==> config.mk <==
export PLATFORM = sky130hd
export DESIGN_NAME = if_prefetch_unit
export DESIGN_NICKNAME = d
export VERILOG_FILES = /design/src/rtl/if_prefetch_unit_pkg.sv /design/src/rtl/if_prefetch_unit_fifo.sv /design/src/rtl/if_prefetch_unit.sv
export SDC_FILE = /design/constraint.sdc
export NUM_CORES = 1
export LEC_CHECK = 0
export CORE_MARGIN = 3
export CORE_UTILIZATION = 39
export DETAILED_ROUTE_END_ITERATION = 16
export GPL_ROUTABILITY_DRIVEN = 0
export HOLD_SLACK_MARGIN = 0.15
export SYNTH_ARGS = -nofsm -noshare
export SYNTH_HDL_FRONTEND = slang
export SYNTH_SLANG_ARGS = --single-unit
==> constraint.sdc <==
create_clock -name clk_i -period 3.2 [get_ports clk_i]
set_input_delay 0.64 -clock clk_i [delete_from_list [all_inputs] [get_ports clk_i]]
set_output_delay 0.64 -clock clk_i [all_outputs]
set_load 0.01 [all_outputs]
==> src/rtl/if_prefetch_unit_pkg.sv <==
// Shared encodings for the instruction prefetch stage: NOP, bus widths,
// redirect-select bits, FSM states and the queued entry layout.
package if_prefetch_unit_pkg;

  localparam logic [31:0] NOP_ENC = 32'h0000_0013;

  localparam int WB_ADR_W = 32;
  localparam int WB_DAT_W = 32;
  localparam int WB_SEL_W = 4;
  localparam logic [WB_SEL_W-1:0] WB_SEL_WORD = '1;

  // Bit positions inside sel_addr_i = {EXC, BR}
  localparam int SEL_BR  = 0;
  localparam int SEL_EXC = 1;

  typedef enum logic [1:0] {
    FETCH   = 2'd0,
    DISCARD = 2'd1,
    HALT    = 2'd2
  } pf_state_e;

  typedef struct packed {
    logic                err;
    logic [WB_ADR_W-1:0] pc;
    logic [WB_DAT_W-1:0] instr;
  } pf_entry_t;

  localparam int ENTRY_W = $bits(pf_entry_t);

  // Exception target wins over branch target; low bits are dropped here,
  // alignment faults are raised further down the pipe.
  function automatic logic [31:0] redirect_target(input logic [1:0]  sel,
                                                  input logic [31:0] exc,
                                                  input logic [31:0] br);
    return {(sel[SEL_EXC] ? exc[31:2] : br[31:2]), 2'b00};
  endfunction

endpackage

==> src/rtl/if_prefetch_unit_fifo.sv <==
// Show-ahead synchronous FIFO with synchronous clear and occupancy count.
module prefetch_fifo #(
  parameter int WIDTH = 65,
  parameter int DEPTH = 4
) (
  input  logic                     clk_i,
  input  logic                     rst_i,
  input  logic                     clr_i,
  input  logic                     push_i,
  input  logic [WIDTH-1:0]         din_i,
  input  logic                     pop_i,
  output logic [WIDTH-1:0]         dout_o,
  output logic [$clog2(DEPTH):0]   count_o,
  output logic                     empty_o
);
  localparam int AW = $clog2(DEPTH);
  localparam int CW = AW + 1;

  logic [WIDTH-1:0] mem [DEPTH];
  logic [AW-1:0]    wr_ptr, rd_ptr;
  logic [CW-1:0]    count;
  logic             do_push, do_pop;

  // A push into a full queue is only taken when the head leaves in the same cycle
  assign do_pop  = pop_i && (count != '0);
  assign do_push = push_i && ((count != CW'(DEPTH)) || do_pop);

  // Storage array, no reset needed: occupancy gates every read
  always_ff @(posedge clk_i) begin
    if (do_push) mem[wr_ptr] <= din_i;
  end

  // Pointers and occupancy; clear empties the queue in one edge
  always_ff @(posedge clk_i) begin
    if (rst_i || clr_i) begin
      wr_ptr <= '0;
      rd_ptr <= '0;
      count  <= '0;
    end else begin
      if (do_push) wr_ptr <= wr_ptr + 1'b1;
      if (do_pop)  rd_ptr <= rd_ptr + 1'b1;
      case ({do_push, do_pop})
        2'b10:   count <= count + 1'b1;
        2'b01:   count <= count - 1'b1;
        default: count <= count;
      endcase
    end
  end

  assign dout_o  = mem[rd_ptr];
  assign count_o = count;
  assign empty_o = (count == '0);

endmodule

==> src/rtl/if_prefetch_unit.sv <==
// Instruction fetch stage: Wishbone classic fetch master feeding a prefetch
// queue in front of the IF/ID register, with redirect flush and fault tagging.
module if_prefetch_unit
  import if_prefetch_unit_pkg::*;
#(
  parameter logic [31:0] RESET_ADDR = 32'h8000_0000,
  parameter int          FIFO_DEPTH = 4,
  parameter logic [31:0] NOP_INSTR  = NOP_ENC
) (
  input  logic                clk_i,
  input  logic                rst_i,
  input  logic [31:0]         br_j_addr_i,
  input  logic [31:0]         exc_ret_addr_i,
  input  logic [1:0]          sel_addr_i,
  input  logic                stall_i,
  output logic                valid_o,
  output logic [31:0]         instruction_o,
  output logic [31:0]         pc_o,
  output logic                fetch_err_o,
  input  logic [WB_DAT_W-1:0] wbm_dat_i,
  input  logic                wbm_ack_i,
  input  logic                wbm_err_i,
  output logic                wbm_cyc_o,
  output logic                wbm_stb_o,
  output logic [WB_ADR_W-1:0] wbm_addr_o
);
  localparam int CW = $clog2(FIFO_DEPTH) + 1;

  pf_state_e     state_q, state_d;
  logic [31:0]   fetch_pc_q, fetch_pc_d;
  logic [31:0]   req_addr_q;
  logic          pending_q;
  logic          redirect, space, issue, cyc, done, push, pop;
  logic [CW-1:0] fifo_count;
  logic          fifo_empty;
  pf_entry_t     push_entry, head;

  assign redirect = |sel_addr_i;

  // A slot is reserved for every open request, so a push can never overflow
  assign space = (fifo_count + CW'(pending_q)) < CW'(FIFO_DEPTH);
  assign issue = (state_q == FETCH) && !pending_q && space && !rst_i;
  assign cyc   = pending_q || issue;
  assign done  = cyc && (wbm_ack_i || wbm_err_i);

  assign wbm_cyc_o  = cyc;
  assign wbm_stb_o  = cyc;
  assign wbm_addr_o = pending_q ? req_addr_q : fetch_pc_q;

  // Responses are queued only in FETCH; a redirect in the same cycle drops them
  assign push = (state_q == FETCH) && done && !redirect;
  assign pop  = valid_o && !stall_i && !redirect;

  assign push_entry.err   = wbm_err_i;
  assign push_entry.pc    = wbm_addr_o;
  assign push_entry.instr = wbm_err_i ? NOP_INSTR : wbm_dat_i;

  prefetch_fifo #(
    .WIDTH (ENTRY_W),
    .DEPTH (FIFO_DEPTH)
  ) u_fifo (
    .clk_i   (clk_i),
    .rst_i   (rst_i),
    .clr_i   (redirect),
    .push_i  (push),
    .din_i   (push_entry),
    .pop_i   (pop),
    .dout_o  (head),
    .count_o (fifo_count),
    .empty_o (fifo_empty)
  );

  // Next state and fetch address; redirect overrides everything else
  always_comb begin
    state_d    = state_q;
    fetch_pc_d = fetch_pc_q;
    if (redirect) begin
      fetch_pc_d = redirect_target(sel_addr_i, exc_ret_addr_i, br_j_addr_i);
      state_d    = (cyc && !done) ? DISCARD : FETCH;
    end else begin
      case (state_q)
        FETCH: begin
          if (done && wbm_err_i)  state_d = HALT;
          else if (done)          fetch_pc_d = fetch_pc_q + 32'd4;
        end
        DISCARD: if (done) state_d = FETCH;
        HALT:    state_d = HALT;
        default: state_d = FETCH;
      endcase
    end
  end

  // FSM, fetch PC and the open-request bookkeeping
  always_ff @(posedge clk_i) begin
    if (rst_i) begin
      state_q    <= FETCH;
      fetch_pc_q <= RESET_ADDR;
      req_addr_q <= RESET_ADDR;
      pending_q  <= 1'b0;
    end else begin
      state_q    <= state_d;
      fetch_pc_q <= fetch_pc_d;
      req_addr_q <= wbm_addr_o;
      pending_q  <= cyc && !done;
    end
  end

  assign valid_o       = !fifo_empty;
  assign fetch_err_o   = valid_o && head.err;
  assign instruction_o = (valid_o && !head.err) ? head.instr : NOP_INSTR;
  assign pc_o          = head.pc;

endmodule

== Word-level counts from Yosys, hierarchy flattened ==
Memories as Yosys holds them, arrays and structs flattened. A register that Yosys moved wholly into a read port is not among the register bits.
Cells that the tools add are included.

* Bits in registers: 74
* Memory bits (writable): 260
* Bits of input ports: 103
* Output and inout port bits: 100
* Word-level logic and storage cells: 79
* Memories: 1

* Add/sub/neg operators: 6
* Order comparisons: 1
* Equal/unequal tests: 8
* Mux-type cells: 18
* Bitwise operators: 1
* Reduce and logical (&&, ||, !) cells: 36

{| class="wikitable"
|+ Memory list
! name !! depth !! width !! rd ports !! clocked after memory_dff !! write ports !! RTL line !! text
|-
| u_fifo.mem || 4 || 65 || 1 || 1 || 1 || if_prefetch_unit_fifo.sv:19 || <nowiki>logic [WIDTH-1:0] mem [DEPTH];</nowiki>
|}

{| class="wikitable"
|+ Operator list
! cell !! count
|-
| $mux W32 || 7
|-
| $add A32 B3 Y32 const B || 1
|-
| $mux W30 || 1
|-
| $logic_and A1 B1 Y1 || 14
|-
| $mux W2 || 5
|-
| $logic_not A1 Y1 || 7
|-
| $ne A3 B3 Y1 const B || 2
|-
| $pmux W2 S3 || 1
|-
| $pmux W3 S2 || 1
|-
| $reduce_and A3 Y1 || 2
|-
| $reduce_bool A2 Y1 || 3
|-
| $add A2 B1 Y2 const B || 2
|-
| $eq A2 B1 Y1 const B || 2
|-
| $eq A2 B2 Y1 const B || 2
|-
| $logic_or A1 B1 Y1 || 4
|-
| $add A3 B1 Y3 || 1
|-
| $add A3 B1 Y3 const B || 1
|-
| $logic_not A3 Y1 || 1
|-
| $lt A3 B3 Y1 const B || 1
|-
| $mux W1 || 3
|-
| $ne A3 B2 Y1 const B || 1
|-
| $reduce_bool A3 Y1 || 1
|-
| $reduce_or A3 Y1 || 1
|-
| $sub A3 B1 Y3 const B || 1
|-
| other kinds (5) || 5
|}

== Longest topological paths before layout ==
* Word-level depth: 11
* Gate-level depth with buffers: 11
* Depth with buffers taken out: 10

== Cells and area by module ==
A second synthesis with hierarchy kept.

* Cells, all modules: 882
* Area, all modules: 13987.2 sq um

{| class="wikitable"
|+ Modules (own cells, without submodules)
! module !! times used !! cells each !! area an instance (sq um) !! seq. area each (sq um)
|-
| prefetch_fifo || 1 || 396 || 9912.0 || 7987.7
|-
| if_prefetch_unit || 1 || 486 || 4075.2 || 1301.2
|}

== Least setup slack after synthesis ==
OpenSTA, ideal clock, no wires.

* Path kind: in2reg
* Start: input port sel_addr_i[1]
* End: memory u_fifo.mem[1][0], enable pin
* Library setup time: 0.430 ns
* Arrival time: 3.029 ns
* Data required time: 2.770 ns
* Setup slack: -0.259 ns
* Cell stages on the path: 5
* Buffers on the path: 1
* Cell sequence: buf_2 nor2_4 o311ai_0 nor3_2 and2_1

* Cells in the longest elaborated chain, start to end: 8
* Elaborated cells between the ends (all ways): 9
* Classes of those cells: 2 x mux; 7 x reduce/logical

{| class="wikitable"
|+ Ends and longest elaborated chain
! element !! RTL line !! text
|-
| from (decl) || if_prefetch_unit.sv:14 || <nowiki>input logic [1:0] sel_addr_i,</nowiki>
|-
| $reduce_or A2 Y1 * || if_prefetch_unit.sv:38 || <nowiki>assign redirect = |sel_addr_i;</nowiki>
|-
| $logic_not A1 Y1 * || if_prefetch_unit.sv:51, if_prefetch_unit.sv:52 ||
|-
| $logic_and A1 B1 Y1 || if_prefetch_unit.sv:52 || <nowiki>assign pop = valid_o && !stall_i && !redirect;</nowiki>
|-
| $logic_and A1 B1 Y1 || if_prefetch_unit_fifo.sv:25 || <nowiki>assign do_pop = pop_i && (count != '0);</nowiki>
|-
| $logic_or A1 B1 Y1 || if_prefetch_unit_fifo.sv:26 || <nowiki>assign do_push = push_i && ((count != CW'(DEPTH)) || do_pop);</nowiki>
|-
| $logic_and A1 B1 Y1 * || if_prefetch_unit_fifo.sv:26 ||
|-
| $mux W1 * || if_prefetch_unit_fifo.sv:30 || <nowiki>if (do_push) mem[wr_ptr] <= din_i;</nowiki>
|-
| $mux W1 (not written as such) * || if_prefetch_unit_fifo.sv:30 ||
|-
| to (decl) || if_prefetch_unit_fifo.sv:19 ||
|}

Every way passes the cells marked *; elsewhere a longest branch is shown, timed or not.

==> results.sh <==
export IMPL_cts_tree="done"
export IMPL_p_per_area_nw_per_um2=545
export IMPL_max_freq_mhz=323
export IMPL_holdCritPathClass="in -> reg"
export IMPL_post_drt_wl_per_cell_um=20.8
export IMPL_gr_usage_all_layers=0.167
export IMPL_min_period_ps=3100
export IMPL_p_leak_nw=5.87
export IMPL_syn_inst=872
export IMPL_drt_pass1_iter_count=7
export IMPL_drt_vias_per_instance=5.21
export IMPL_reg2regPathDepth=10
export IMPL_multiInputGateArea_sq_um=4130
export IMPL_worstSkewPairLatency_ps=510
export IMPL_drc_errors=0
export IMPL_die_area_sq_um=38000
export IMPL_grt_max_degree=65
export IMPL_antenna_cells=0
export IMPL_wl_um=32300
export IMPL_ir_drop_mv=0.384
export IMPL_dieWidth_um=195
export IMPL_die_height_um=195
export IMPL_synth_edf_count=260
export IMPL_clockRootBuffer="clkbuf_16"
export IMPL_clkSinkCount=334
export IMPL_regArea_sq_um=9300
export IMPL_grt_pass1_vias=8368
export IMPL_finalHoldWorstSlack_ps=499
export IMPL_core_sq_um=34900
export IMPL_cts_htree_levels=2
export IMPL_max_cap_violations=0
export IMPL_place_inst=1479
export IMPL_reg2reg_slack_ps=880
export IMPL_ys_ff_latch=334
export IMPL_skew_ps=14.7
export IMPL_drive_gt1_frac=0.188
export IMPL_route_met2_wl_um=15500
export IMPL_r2r_end="u_fifo.count_o[2]"
export IMPL_r2r_start="pending_q"
export IMPL_final_cell_count_no_fill=1550
export IMPL_status="complete, no violations"
export IMPL_antenna_found_initial=0
export IMPL_portBuffers=198
export IMPL_rows=68
export IMPL_power_w=0.00963
export IMPL_fillCellCount=3071
export IMPL_io_pins=203
export IMPL_cts_buffers=38
export IMPL_ant_nets=0
export IMPL_drtIter0Drc=497
export IMPL_synth_fp_nets=982
export IMPL_cts_hold_buf=0
export IMPL_crit_fanout=4
export IMPL_tns_ps=0
export IMPL_dp_final_hpwl_um=20000
export IMPL_finalCritPeriodShare=0.968
export IMPL_avgSynthCellArea_sq_um=16.0
export IMPL_clk_pin_slew_worst_paths_ps=50
export IMPL_vias=8072
export IMPL_hp_start="wbm_err_i"
export IMPL_critPathRequiredTime_ps=2560
export IMPL_min_to="u_fifo.mem[3][64]"
export IMPL_maxSlewHeadroom=0.588
export IMPL_final_common_cell="edfxtp_1"
export IMPL_maxSlewViolCount=0
export IMPL_area_delta_synth_final_pct=26.9
export IMPL_start_util=0.399
export IMPL_grt_overflow=0
export IMPL_critPathKind="reg -> out"
export IMPL_syn_area_sq_um=13900
export IMPL_cts_buffer_depth=3
export IMPL_rsz0062_at_grt="yes"
export IMPL_setup_violations=0
export IMPL_grt_pass1_wl_um=49600
export IMPL_worst_pin_slew_ps=612
export IMPL_nets=1177
export IMPL_ys_warn_count=0
export IMPL_cp_arrival_ps=2460
export IMPL_drt_met1_wl_um=14600
export IMPL_hold_violations=0
export IMPL_async_flop_share=0
export IMPL_routed_wl_met3_um=1690
export IMPL_critPathLaunchType="flip-flop"
export IMPL_ys_seq_area_frac=0.668
export IMPL_synthFlopType="edfxtp_1"
export IMPL_highest_layer="met4"
export IMPL_synth_distinct_cells=69
export IMPL_min_path_cells=1
export IMPL_final_util=0.506
export IMPL_endpoint_kind="output pin"
export IMPL_final_cell_mix="edfxtp_1, clkdlybuf4s50_1, dfxtp_1"
## state kept, by name, indices dropped and copies added (netlist names), named ones only
register / flops
pending_q: 1
u_fifo.count_o: 3
u_fifo.rd_ptr: 2
u_fifo.mem: 260
state_q: 2
fetch_pc_q: 30
u_fifo.wr_ptr: 2
req_addr_q: 32
## metrics by stage
stage	cell area, sq um	setup slack (ps)
after CTS	17600	17.1
after global routing	17700	-9.69
after floorplan	13900	412
after detailed placement	16400	185
final	17700	101
after global placement	16400	221
## report_power, final
part / switching (W) / internal [W]
logic: 0.000295 / 0.000327
registers: 0.0000499 / 0.00476
clock network: 0.00163 / 0.00257
## area by class of cell
class,instances,share of cell area
flip-flops and latches,334,0.526
clock buffers,52,0.0604
multi-input cells,444,0.234
inverters,15,0.00319
repair buffers,234,0.135
clock inverters,16,0.00836
well taps,455,0.0322
## synth_stat cells, types with 5 or more instances
| cell | number | share of area |
|---|---|---|
| a211oi_1 | 5 | 0.0027 |
| a21oi_1 | 17 | 0.0061 |
| a22oi_1 | 15 | 0.0081 |
| and2_1 | 43 | 0.019 |
| and3_1 | 6 | 0.0027 |
| and4_1 | 5 | 0.0031 |
| buf_2 | 16 | 0.0058 |
| buf_4 | 33 | 0.018 |
| clkbuf_1 | 26 | 0.0070 |
| dfxtp_1 | 74 | 0.11 |
| edfxtp_1 | 260 | 0.56 |
| ha_1 | 6 | 0.0054 |
| inv_1 | 14 | 0.0038 |
| mux2_2 | 27 | 0.022 |
| mux4_2 | 65 | 0.11 |
| nand2_1 | 26 | 0.0070 |
| nand3_1 | 5 | 0.0018 |
| nand4_1 | 8 | 0.0036 |
| nor2_1 | 23 | 0.0062 |
| nor2b_1 | 61 | 0.027 |
| nor3_1 | 11 | 0.0040 |
| nor4_1 | 6 | 0.0027 |
| o21ai_0 | 16 | 0.0058 |
| o22ai_1 | 12 | 0.0054 |
| or3_1 | 6 | 0.0027 |
| xnor2_1 | 11 | 0.0069 |
| xor2_1 | 7 | 0.0044 |
## cell families (layout without fill, tap and decap cells)
group	after synthesis	after routing	share of synthesized area
xor+xnor	18	18	0.0113
simple gates	223	223	0.0976
fa+ha+maj	7	7	0.00683
buf+inv	94	317	0.0362
mux	94	94	0.129
compound gates	102	102	0.0519
flops	334	334	0.668
## critical path: stages (launching register included)
cell             delay [ps]
dfxtp_4                 420
mux4_2                  540
buf_4                   170
or3_1                   340
clkdlybuf4s50_1         490
## worst max path at each step
stage                   from                 to  depth (start not counted)
2_1_floorplan  sel_addr_i[1]  u_fifo.count_o[2]                         10
5_1_grt            flip-flop           pc_o[13]                          3
4_1_cts            flip-flop   instruction_o[0]                          4
3_5_place_dp   sel_addr_i[0]  u_fifo.count_o[2]                          9
6_report           flip-flop   instruction_o[1]                          4
3_3_place_gp           rst_i  u_fifo.count_o[2]                         11
## layer usage
layer  GRT usage  vias to the layer above
li1            -                     3738
met1       0.230                     4072
met2       0.274                      227
met3      0.0352                       35
met4      0.0388                        0
met5           0                        -
## what timing repair did
action,CTS,global route
buffers inserted,1,0
setup endpoints to repair,42,3
gates cloned,1,1
gates resized for setup,36,1
Note: power is estimated with default switching activity, not from simulation.
